`config.mk`:
```
export PLATFORM = sky130hd
export DESIGN_NAME = morse_tx
export DESIGN_NICKNAME = d
export VERILOG_FILES = /design/src/rtl/morse_tx.sv
export SDC_FILE = /design/constraint.sdc
export NUM_CORES = 1
export LEC_CHECK = 0
export BUFFER_PORTS_ARGS = -buffer_cell sky130_fd_sc_hd__buf_4
export CORE_MARGIN = 4
export CORE_UTILIZATION = 35
export DETAILED_ROUTE_END_ITERATION = 16
export GPL_ROUTABILITY_DRIVEN = 0
export HOLD_SLACK_MARGIN = 0.06
export SLEW_MARGIN = 10
export SYNTH_ARGS = -nofsm -noshare
export SYNTH_HDL_FRONTEND = slang
export SYNTH_SLANG_ARGS = --single-unit
export TNS_END_PERCENT = 100
```
`constraint.sdc`:
```
create_clock -name clk -period 2.5 [get_ports clk]
set_input_delay 0.125 -clock clk [delete_from_list [all_inputs] [get_ports clk]]
set_output_delay 0.125 -clock clk [all_outputs]
set_load 0.03 [all_outputs]
```
`src/rtl/morse_tx.sv`:
```
// Morse keyer draining a byte FIFO: pops one ASCII char at a time and keys
// letters, digits and word spaces with standard unit timing.
module morse_tx #(
    parameter int WORD_BITS  = 8,
    parameter int UNIT_TICKS = 5_000_000
) (
    input  logic                 clk,
    input  logic                 reset,
    input  logic                 empty,
    input  logic [WORD_BITS-1:0] rdata,
    output logic                 read,
    output logic                 key,
    output logic                 busy
);
    localparam int TW = (UNIT_TICKS > 1) ? $clog2(UNIT_TICKS) : 1;
    localparam logic [TW-1:0] TICK_MAX = TW'(UNIT_TICKS - 1);

    typedef enum logic [2:0] {IDLE, FETCH, LOAD, MARK, SPACE, GAP} state_t;

    state_t        state, state_nxt;
    logic [TW-1:0] tick;
    logic [2:0]    units, unit_val;
    logic [2:0]    elem_idx;
    logic [2:0]    code_len;
    logic [4:0]    code_pat;
    logic          unit_ld, idx_clr, idx_inc, code_ld;
    logic          strobe, last_unit, cur_dash;
    logic [6:0]    ch;
    logic [7:0]    rom_out;
    logic          unused_hi;

    assign unused_hi = ^rdata[WORD_BITS-1:7];

    // ROM word: {length[2:0], pattern[4:0]}, first element in bit 4, 1 = dash.
    // Length 0 means the character is not keyable.
    function automatic logic [7:0] rom(input logic [6:0] c);
        case (c)
            7'h41: rom = {3'd2, 5'b01000}; // A
            7'h42: rom = {3'd4, 5'b10000};
            7'h43: rom = {3'd4, 5'b10100};
            7'h44: rom = {3'd3, 5'b10000};
            7'h45: rom = {3'd1, 5'b00000};
            7'h46: rom = {3'd4, 5'b00100};
            7'h47: rom = {3'd3, 5'b11000};
            7'h48: rom = {3'd4, 5'b00000};
            7'h49: rom = {3'd2, 5'b00000};
            7'h4a: rom = {3'd4, 5'b01110};
            7'h4b: rom = {3'd3, 5'b10100};
            7'h4c: rom = {3'd4, 5'b01000};
            7'h4d: rom = {3'd2, 5'b11000};
            7'h4e: rom = {3'd2, 5'b10000};
            7'h4f: rom = {3'd3, 5'b11100};
            7'h50: rom = {3'd4, 5'b01100};
            7'h51: rom = {3'd4, 5'b11010};
            7'h52: rom = {3'd3, 5'b01000};
            7'h53: rom = {3'd3, 5'b00000};
            7'h54: rom = {3'd1, 5'b10000};
            7'h55: rom = {3'd3, 5'b00100};
            7'h56: rom = {3'd4, 5'b00010};
            7'h57: rom = {3'd3, 5'b01100};
            7'h58: rom = {3'd4, 5'b10010};
            7'h59: rom = {3'd4, 5'b10110};
            7'h5a: rom = {3'd4, 5'b11000}; // Z
            7'h30: rom = {3'd5, 5'b11111}; // 0
            7'h31: rom = {3'd5, 5'b01111};
            7'h32: rom = {3'd5, 5'b00111};
            7'h33: rom = {3'd5, 5'b00011};
            7'h34: rom = {3'd5, 5'b00001};
            7'h35: rom = {3'd5, 5'b00000};
            7'h36: rom = {3'd5, 5'b10000};
            7'h37: rom = {3'd5, 5'b11000};
            7'h38: rom = {3'd5, 5'b11100};
            7'h39: rom = {3'd5, 5'b11110}; // 9
            default: rom = 8'd0;
        endcase
    endfunction

    always_comb begin
        ch = rdata[6:0];
        if (ch >= 7'h61 && ch <= 7'h7a)
            ch = ch - 7'h20;
    end

    assign rom_out   = rom(ch);
    assign strobe    = (tick == TICK_MAX);
    assign last_unit = strobe && (units == 3'd1);
    assign cur_dash  = code_pat[3'd4 - elem_idx];

    always_comb begin
        state_nxt = state;
        unit_ld   = 1'b0;
        unit_val  = 3'd0;
        idx_clr   = 1'b0;
        idx_inc   = 1'b0;
        code_ld   = 1'b0;
        case (state)
            IDLE:  if (!empty) state_nxt = FETCH;
            FETCH: state_nxt = LOAD;
            LOAD: begin
                idx_clr = 1'b1;
                if (rom_out[7:5] != 3'd0) begin
                    state_nxt = MARK;
                    code_ld   = 1'b1;
                    unit_ld   = 1'b1;
                    unit_val  = rom_out[4] ? 3'd3 : 3'd1;
                end else if (ch == 7'h20) begin
                    state_nxt = GAP;
                    unit_ld   = 1'b1;
                    unit_val  = 3'd4;
                end else begin
                    state_nxt = IDLE;
                end
            end
            MARK: if (last_unit) begin
                unit_ld = 1'b1;
                if (elem_idx + 3'd1 < code_len) begin
                    state_nxt = SPACE;
                    idx_inc   = 1'b1;
                    unit_val  = 3'd1;
                end else begin
                    state_nxt = GAP;
                    unit_val  = 3'd3;
                end
            end
            // elem_idx already points at the next element here
            SPACE: if (last_unit) begin
                state_nxt = MARK;
                unit_ld   = 1'b1;
                unit_val  = cur_dash ? 3'd3 : 3'd1;
            end
            GAP:   if (last_unit) state_nxt = IDLE;
            default: state_nxt = IDLE;
        endcase
    end

    always_ff @(posedge clk or negedge reset) begin
        if (!reset) begin
            state    <= IDLE;
            tick     <= '0;
            units    <= 3'd0;
            elem_idx <= 3'd0;
            code_len <= 3'd0;
            code_pat <= 5'd0;
        end else begin
            state <= state_nxt;
            // every state entry restarts unit timing from a clean boundary
            if (state_nxt != state || strobe)
                tick <= '0;
            else
                tick <= tick + 1'b1;
            if (unit_ld)
                units <= unit_val;
            else if (strobe && units != 3'd0)
                units <= units - 3'd1;
            if (idx_clr)
                elem_idx <= 3'd0;
            else if (idx_inc)
                elem_idx <= elem_idx + 3'd1;
            if (code_ld) begin
                code_len <= rom_out[7:5];
                code_pat <= rom_out[4:0];
            end
        end
    end

    assign read = (state == FETCH);
    assign key  = (state == MARK);
    assign busy = (state != IDLE);

endmodule
```
After elaboration in Yosys (flattened, before gate mapping)
Memory sizes are Yosys's and may differ from the RTL's.
Index checks and enable logic that the tools add are counted.

word-level totals
  bits in read-only memories = 1024
  memories kept = 1
  flip-flop bits (word level) = 40
  output and inout port bits = 3
  word-level logic and storage cells = 70

operators by class
  reduce and logical (&&, ||, !) cells = 11
  muxes and demuxes = 34
  equal/unequal tests = 9
  $lt $le $gt $ge = 4
  add/sub/neg operators = 5

memories
  name             depth  bits a word  read ports  clocked after Yosys merged registers in  wr ports  RTL line  source
  (no name shown)  128    8            1           0                                        0         37        case (c)

operator list
  cell                                                                           number
  3-bit 2-to-1 mux                                                               12
  23-bit by 1-bit adder with 23-bit output (second input constant)               1
  23-bit equality test (second input constant)                                   1
  23-bit 2-to-1 mux                                                              1
  3-bit one-hot mux with 6 select lines                                          1
  1-bit 2-to-1 mux                                                               11
  2-bit 2-to-1 mux                                                               5
  3-bit one-hot mux with 3 select lines                                          1
  3-bit nonzero test                                                             3
  7-bit by 6-bit equality test with 1-bit output (second input constant)         1
  7-bit greater-or-equal comparator (second input constant)                      1
  7-bit <= comparator (second input constant)                                    1
  7-bit 2-to-1 mux                                                               1
  7-bit by 6-bit subtractor with 7-bit output (second input constant)            1
  3-bit by 1-bit equality test with 1-bit output (second input constant)         2
  3-bit by 2-bit equality test with 1-bit output (second input constant)         2
  3-bit equality test (second input constant)                                    2
  3-bit by 4-bit less-than comparator with 1-bit output (second input constant)  1
  2-bit nonzero test                                                             2
  3-bit by 1-bit adder with 3-bit output (second input constant)                 1
  1-bit binary-select mux with 3-bit select                                      1
  1-bit logical AND                                                              3
  3-bit logical NOT                                                              1
  3-bit less-than comparator                                                     1
  other kinds (6)                                                                6

Depth between registers and ports, before layout
Gate-level depths: netlist of run 1.

  word-level depth = 10
  depth in mapped cells = 10
  depth with buffers taken out = 9

Worst setup path after synthesis of run 1
No wires, ideal clock.

  path kind = input to register
  start point = in rdata[1]
  end point = reg code_len[0]
  cell stages on the path = 10
  slack = 0.223 ns
  required time = 2.372 ns
  setup time = 0.128 ns
  data arrival time = 2.149 ns
  buffers on the path = 2
  path through = buf_2 inv_1 ha_1 nor4b_2 nand3_1 a2111o_1 a22oi_1 o21a_1 buf_4 mux2_1

between the ends
  word-level cells in the longest chain between the ends = 7

RTL lines
  element                                                                          RTL line  source
  start, declared                                                                  10        input logic [WORD_BITS-1:0] rdata,
  7-bit greater-or-equal comparator / 7-bit <= comparator (equally long branches)  80        if (ch >= 7'h61 && ch <= 7'h7a)
  1-bit logical AND                                                                80
  7-bit 2-to-1 mux *                                                               80
  memory read 128 x 8 bit *                                                        --
  3-bit nonzero test                                                               101       if (rom_out[7:5] != 3'd0) begin
  1-bit 2-to-1 mux                                                                 101
  1-bit 2-to-1 mux                                                                 96        case (state)
  end signal, assigned                                                             160       code_len <= rom_out[7:5];
  end, declared                                                                    24        logic [2:0] code_len;

Mark *: on every way between the ends. The rest lies on a longest branch, timed or not.
A chain may end at the register's enable or synchronous reset.

Final worst setup path of run 1
  start point = reg tick[16]
  end point = reg elem_idx[1]

between the ends
  word-level cells in the longest chain between the ends = 5

RTL lines
  element                       RTL line  source
  start, declared               21        logic [TW-1:0] tick;
  start signal, assigned        150       tick <= tick + 1'b1;
  23-bit equality test          85        assign strobe = (tick == TICK_MAX);
  1-bit logical AND             86        assign last_unit = strobe && (units == 3'd1);
  1-bit 2-to-1 mux              114       MARK: if (last_unit) begin
  1-bit 2-to-1 mux              96
  2-bit nonzero test (no line)  --
  end signal, assigned          158       elem_idx <= elem_idx + 3'd1;
  end, declared                 23        logic [2:0] elem_idx;

No other way between the ends.

==> results of run 1 <==
layout by cell type (no fill, tap or decap), drive strengths merged, types with 2 or more instances in the layout:
cell,count
clkbuf,5
nand3,13
a211oi,2
inv,17
nand3b,4
a22oi,3
nor4b,4
nand4b,2
or2,4
mux2i,9
nor3,7
o22ai,3
or4b,2
nor4,6
dfrtp,40
a31oi,2
o21a,4
ha,16
xnor2,14
and3,4
o211ai,8
and2,4
o21ai,13
nor2,27
mux2,10
nand2b,3
nor3b,2
mux4,2
a221oi,2
buf,28
nand2,30
a21oi,31
and4,2
nand4,8
a21boi,2
xor2,11
nor2b,5
layer usage:
layer,up-vias,global-route usage [%]
li1,1306,-
met4,0,4.24
met2,34,23.3
met5,-,0
met3,5,1.43
met1,1250,19.7
cell usage after synthesis, types with 9 or more instances:
| cell type | number | area, µm² |
|---|---|---|
| buf_2 | 9 | 45.0 |
| inv_1 | 16 | 60.1 |
| dfrtp_1 | 40 | 1000 |
| nand3_1 | 13 | 65.1 |
| mux2i_1 | 9 | 90.1 |
| xor2_1 | 11 | 96.3 |
| nand2_1 | 30 | 113 |
| o21ai_0 | 11 | 55.1 |
| nor2_1 | 27 | 101 |
| ha_1 | 16 | 200 |
| a21oi_1 | 31 | 155 |
| xnor2_1 | 14 | 123 |
timing repair:
action                                 in CTS  in global routing
setup endpoints to repair                   0                  3
hold buffers                                1                  0
setup buffers                               0                  0
endpoints found under the hold margin      40                  0
gates resized for setup                     0                  1
registers in the layout, summed over array words and instances, names as in the netlist:
register and count:
tick 23, code_pat 5, code_len 3, elem_idx 3
state 3, units 3
per-stage QoR:
| stage | hold slack, ns | power (µW) |
|---|---|---|
| after floorplan | -0.171 | 1330 |
| after detailed placement | 0.139 | 1600 |
| after global routing | 0.153 | 2280 |
| final | 0.137 | 2140 |
| after CTS | 0.128 | 2160 |
| after global placement | 0.141 | 1580 |
worst paths after layout:
kind                          endpoint  cells past startpoint
max                        elem_idx[1]                      7
min                           state[0]                      3
max reg2reg                elem_idx[1]                      7
min reg2reg                code_len[0]                      1
max in group asynchronous     tick[15]                      2
min in group asynchronous     state[0]                      2
where the power goes:
part,switching [µW],internal [µW]
registers,65.8,738
logic,453,327
clock network,250,301
critical path: cells and delay by family (launching register included):
family / cells / cell delay [ns]
AND/OR/NAND/NOR: 5 / 1.41
flip-flops: 1 / 0.45
buffers and inverters: 1 / 0.22
multiplexers: 1 / 0.21
kinds of logic after synthesis:
family	Yosys count	synth area share, %
simple gates	131	22.8
compound gates	83	17.8
flops	40	32.3
buf+inv	37	5.50
xor+xnor	25	7.08
mux	21	8.01
fa+ha+maj	16	6.47
cell type report:
| class | instances | area, µm² |
|---|---|---|
| multi-input cells | 276 | 1930 |
| clock buffers | 5 | 68.8 |
| clock inverters | 3 | 46.3 |
| repair buffers | 29 | 245 |
| well taps | 108 | 135 |
| inverters | 17 | 63.8 |
| fillers | 904 | 5190 |
| flip-flops and latches | 40 | 1000 |
==> results.tsv, run 1 <==
stage	metric	value	unit
finish	finish.utilization	40.2	%
timing	setup_ws	0.106	ns
setup_path	regToRegSetupSlack	0.11	ns
yosys	synth_area	3090	µm²
power_and_ir_drop	power_density	612	nW/µm²
setup_path	max_stage_delay	0.51	ns
die	start_util	35.7	%
timing	max_slew_margin	65.2	%
detailed_routing	dr_wl_met3	132	µm
placed_design	io_buffers	12	
setup_path	rr_startpoint	tick[16]	
yosys	synth_seq_area_share	32.3	%
finish	fin_nets	396	
detailed_routing	drt-met1-wl	3420	µm
setup_path	setup.worst_path.start	tick[16]	
die	fp-row-count	34	
yosys	synth_edf_count	0	
setup_path	required	2.69	ns
clocking	cts_buffers	5	
timing	rsz0062_at_grt	false	
detailed_routing	first_iter_violations	78	
die	dieArea	10400	µm²
power_and_ir_drop	leakagePower	0.00147	µW
global_routing	overflow	0	
setup_path	worstSetupStartpointType	flop	
setup_path	endpoint_kind	flop	
clocking	clk_latency	0.30	ns
clocking	cts_buffer_depth	2	
detailed_routing	route.met2.wl	3290	µm
global_routing	grt_pass1_wl	12200	µm
yosys	avgSynthCellArea	8.77	µm²
outcome	status	finished clean	
setup_path	crit_path_cell_trace	or4b_1 -> nor4_1 -> nand3_1 -> buf_4 -> nor2_1 -> mux2i_1 -> nor2_1	
detailed_routing	wl	6930	µm
clocking	tritoncts	yes	
global_routing	grt_max_degree	41	
yosys	ys.flop_type	dfrtp_1	
finish	drive_gt1_share	13.2	%
placed_design	dp_hpwl	4980	µm
die	coreArea	8680	µm²
detailed_routing	wl_per_cell	14.5	µm
timing	period_minus_slack	2.39	ns
finish	final_area	3490	µm²
clocking	cts_root_buf	clkbuf_8	
timing	tns	0	ns
timing	slew_violations	0	
timing	fin_skew	0.00534	ns
global_routing	antenna_found_initial	0	
yosys	yosys_warnings	0	
placed_design	place_area	3360	µm²
yosys	syn_nets	380	
min_path	hp-class	input port to flop	
yosys	syn_inst	353	
detailed_routing	vias	2595	
timing	hold_violations	0	
die	die_h	102	µm
yosys	ys_types	65	
die	die_w	102	µm
clocking	clkTransAtPathRegs	0.08	ns
yosys	synth-async-reset-ratio	100	%
timing	worst_pin_slew	0.521	ns
detailed_routing	highest_layer	met4	
setup_path	path_max_fanout	9	
detailed_routing	via_per_inst	5.43	
global_routing	grt_util_all_layers	14.1	%
die	boundaryPins	14	
setup_path	critical_path.most_common_cell	nor2_1	
power_and_ir_drop	irDropWorstVdd	0.000320	V
setup_path	crit_type	flop to flop	
clocking	htree_levels	2	
timing	final-setup-viol-count	0	
job	drv_cap	0	
detailed_routing	ant_nets	0	
timing	fmax	418	MHz
min_path	hold_path_startpoint	empty	
global_routing	grt_pass1_vias	2500	
finish	instances_no_fill	478	
finish	area_delta_synth_final	12.8	%
timing	min_period_over_period	95.8	%
yosys	ys_ff_latch	40	
placed_design	dp.cells	469	
placed_design	pre_cts_ws	0.0472	ns
setup_path	cpMaxStageDelayCell	or4b_1	
detailed_routing	drc	0	
setup_path	critical_path_arrival	2.59	ns
finish	diodes	0	
detailed_routing	drtPass1Iterations	5	
clocking	clock_sinks	40	
Power figures use the tool's default switching activity.
==> inputs of run 2 (changes only) <==
--- a/config.mk
+++ b/config.mk
@@ -11,6 +11,7 @@
 export DETAILED_ROUTE_END_ITERATION = 16
 export GPL_ROUTABILITY_DRIVEN = 0
 export HOLD_SLACK_MARGIN = 0.06
+export PLACE_DENSITY = 0.61
 export SLEW_MARGIN = 10
 export SYNTH_ARGS = -nofsm -noshare
 export SYNTH_HDL_FRONTEND = slang
==> run 2 against run 1 <==
  * Sequential share of layout area grew 0.052 points
  * Clock skew grew 0.0020 ns
  * Highest routed layer unchanged
  * Hold slack lost 0.0066 ns
  * First-iteration DRC count grew 41%
  * Largest power group unchanged
  * Worst setup slack gained 0.17 ns
  * Critical path type unchanged
  * Critical endpoint unchanged
==> results.tsv, run 2 (synthesis results as in run 1) <==
stage	metric	value	unit	change
outcome	status	finished clean		
clocking	clock_sinks	40		unchanged
setup_path	path_max_fanout	9		unchanged
job	drv_cap	0		unchanged
power_and_ir_drop	netSwitchingPower	754	µW	-1.9%
timing	min_period_over_period	89.1	%	-6.7 points
detailed_routing	vias	2576		-0.73%
placed_design	dp_hpwl	4820	µm	-3.2%
global_routing	antenna_found_initial	0		unchanged
detailed_routing	drc	0		unchanged
clocking	cts_buffer_depth	2		unchanged
timing	slew_violations	0		unchanged
setup_path	reg2reg_depth	7		unchanged
finish	drive_gt1_share	14.0	%	+0.74 points
finish	fin_nets	398		+0.51%
global_routing	grt_pass1_vias	2609		+4.4%
global_routing	grt_util_all_layers	14.1	%	-0.087 points
power_and_ir_drop	irDropWorstVdd	0.000270	V	-16%
power_and_ir_drop	power.total	2020	µW	-5.6%
setup_path	crit_type	flop to flop		
setup_path	endpoint_kind	flop		
global_routing	overflow	0		unchanged
timing	fmax	449	MHz	+7.5%
min_path	hold_path_startpoint	empty		
power_and_ir_drop	power_density	578	nW/µm²	-5.5%
timing	rsz0062_at_grt	false		
setup_path	setup.worst_path.start	tick[12]		
die	die_w	102	µm	unchanged
timing	final-setup-viol-count	0		unchanged
setup_path	regToRegSetupSlack	0.27	ns	+0.17 ns
global_routing	grt_max_degree	41		unchanged
placed_design	io_buffers	12		unchanged
power_and_ir_drop	leakagePower	0.00147	µW	+0.22%
setup_path	required	2.69	ns	about the same
clocking	cts_root_buf	clkbuf_8		
detailed_routing	first_iter_violations	110		+41%
finish	regArea	1000	µm²	unchanged
timing	tns	0	ns	unchanged
clocking	clkTransAtPathRegs	0.08	ns	about the same
detailed_routing	drtPass1Iterations	4		-1
die	boundaryPins	14		unchanged
timing	fin_skew	0.00738	ns	+0.00204 ns
clocking	tritoncts	yes		
die	dieArea	10400	µm²	unchanged
finish	final_cell_mix	40 x dfrtp_1, 31 x a21oi_1, 30 x nand2_1, 28 x buf_4, 27 x nor2_1		
setup_path	worstSetupStartpointType	flop		
clocking	clk_latency	0.30	ns	about the same
clocking	cts_setup_buffers	0		unchanged
min_path	hp-class	input port to flop		
setup_path	rr_startpoint	tick[12]		
power_and_ir_drop	p_sw_share	37.4	%	+1.4 points
finish	diodes	0		unchanged
finish	top_register	tick		
timing	period_minus_slack	2.23	ns	-0.166 ns
power_and_ir_drop	p_seq_share	39.8	%	+2.1 points
power_and_ir_drop	internal_power	1260	µW	-7.7%
detailed_routing	wl_per_cell	14.2	µm	-2.2%
die	start_util	35.7	%	unchanged
setup_path	crit_end	elem_idx[1]		
power_and_ir_drop	p_clk_share	21.7	%	-4.1 points
timing	worst_pin_slew	0.510	ns	-0.0116 ns
finish	layout_commonest_cell	dfrtp_1		
clocking	htree_levels	2		unchanged
power_and_ir_drop	combPwrFrac	38.5	%	+2.0 points
detailed_routing	via_per_inst	5.37		-1.1%
die	die_h	102	µm	unchanged
finish	multi_input_area	1940	µm²	+0.32%
global_routing	grt_pass1_wl	12000	µm	-1.1%
detailed_routing	ant_nets	0		unchanged
finish	top_regs	tick x23, code_pat x5		
timing	hold_violations	0		unchanged
finish	area_delta_synth_final	12.6	%	
setup_path	reg2reg_to	elem_idx[1]		
finish	nFillCells	900		-0.44%
clocking	cts_buffers	5		unchanged
finish	largest_register_ffs	23		unchanged
die	coreArea	8680	µm²	unchanged
die	fp-row-count	34		unchanged
detailed_routing	wl	6810	µm	-1.8%
timing	max_slew_margin	66.0	%	+0.78 points
setup_path	critical_path_arrival	2.42	ns	-0.17 ns
run 2: power by group through the flow:
| stage | Sequential, µW | Combinational (µW) | Clock [µW] |
|---|---|---|---|
| after global routing | 820 | 870 | 471 |
| after floorplan | 796 | 536 | 0 |
| after CTS | 803 | 779 | 454 |
| after detailed placement | 816 | 773 | 0 |
| final | 803 | 775 | 437 |
| after global placement | 813 | 760 | 0 |
run 2: what timing repair did:
action,in CTS,in global routing
setup endpoints to repair,0,1
hold endpoints to repair,40,0
hold buffers,1,0
resized for setup,0,2
run 2: worst max-delay path, cell delays in order, from the launching register on:
cell	delay, ns
dfrtp_1	0.38
or4b_1	0.56
nor4_2	0.31
nand3_1	0.19
buf_4	0.21
nor2_1	0.20
mux2i_1	0.21
nor2_1	0.05
run 2: layer usage:
layer  global-route usage (%)  vias up  wire [µm]
li1                         -     1307          -
met3                     2.05       17        157
met5                        0        -          0
met1                     18.4     1221       3230
met2                     23.2       31       3230
met4                     6.05        0        194
run 2: area by class of cell:
cell class / instances / area share (%)
Clock buffer: 5 / 1.98
Inverter: 17 / 1.83
Clock inverter: 3 / 0.539
Multi-Input combinational cell: 276 / 55.6
Tap cell: 108 / 3.88
Timing Repair Buffer: 31 / 7.47
Sequential cell: 40 / 28.7
run 2: worst min path at each step:
stage                     cells after the start  slack (ns)           to
final                                         3        0.13     state[0]
after global placement                        1        0.14     state[0]
after floorplan                               0       -0.17  code_len[0]
after global routing                          3        0.13     state[0]
after detailed placement                      1        0.14     state[1]
after CTS                                     3        0.13     state[0]
run 2: metrics by stage:
step | setup WS (ns) | hold slack (ns) | instance area, µm² | instances | utilization (%)
after floorplan | 0.223 | -0.171 | 3090 | 353 | -
after global placement | 0.0790 | 0.137 | 3370 | 471 | 38.9
after detailed placement | 0.0396 | 0.139 | 3370 | 471 | 38.9
after CTS | 0.136 | 0.131 | 3470 | 480 | 40.0
after global routing | 0.123 | 0.134 | 3480 | 480 | 40.1
final | 0.272 | 0.130 | 3480 | 480 | 40.1
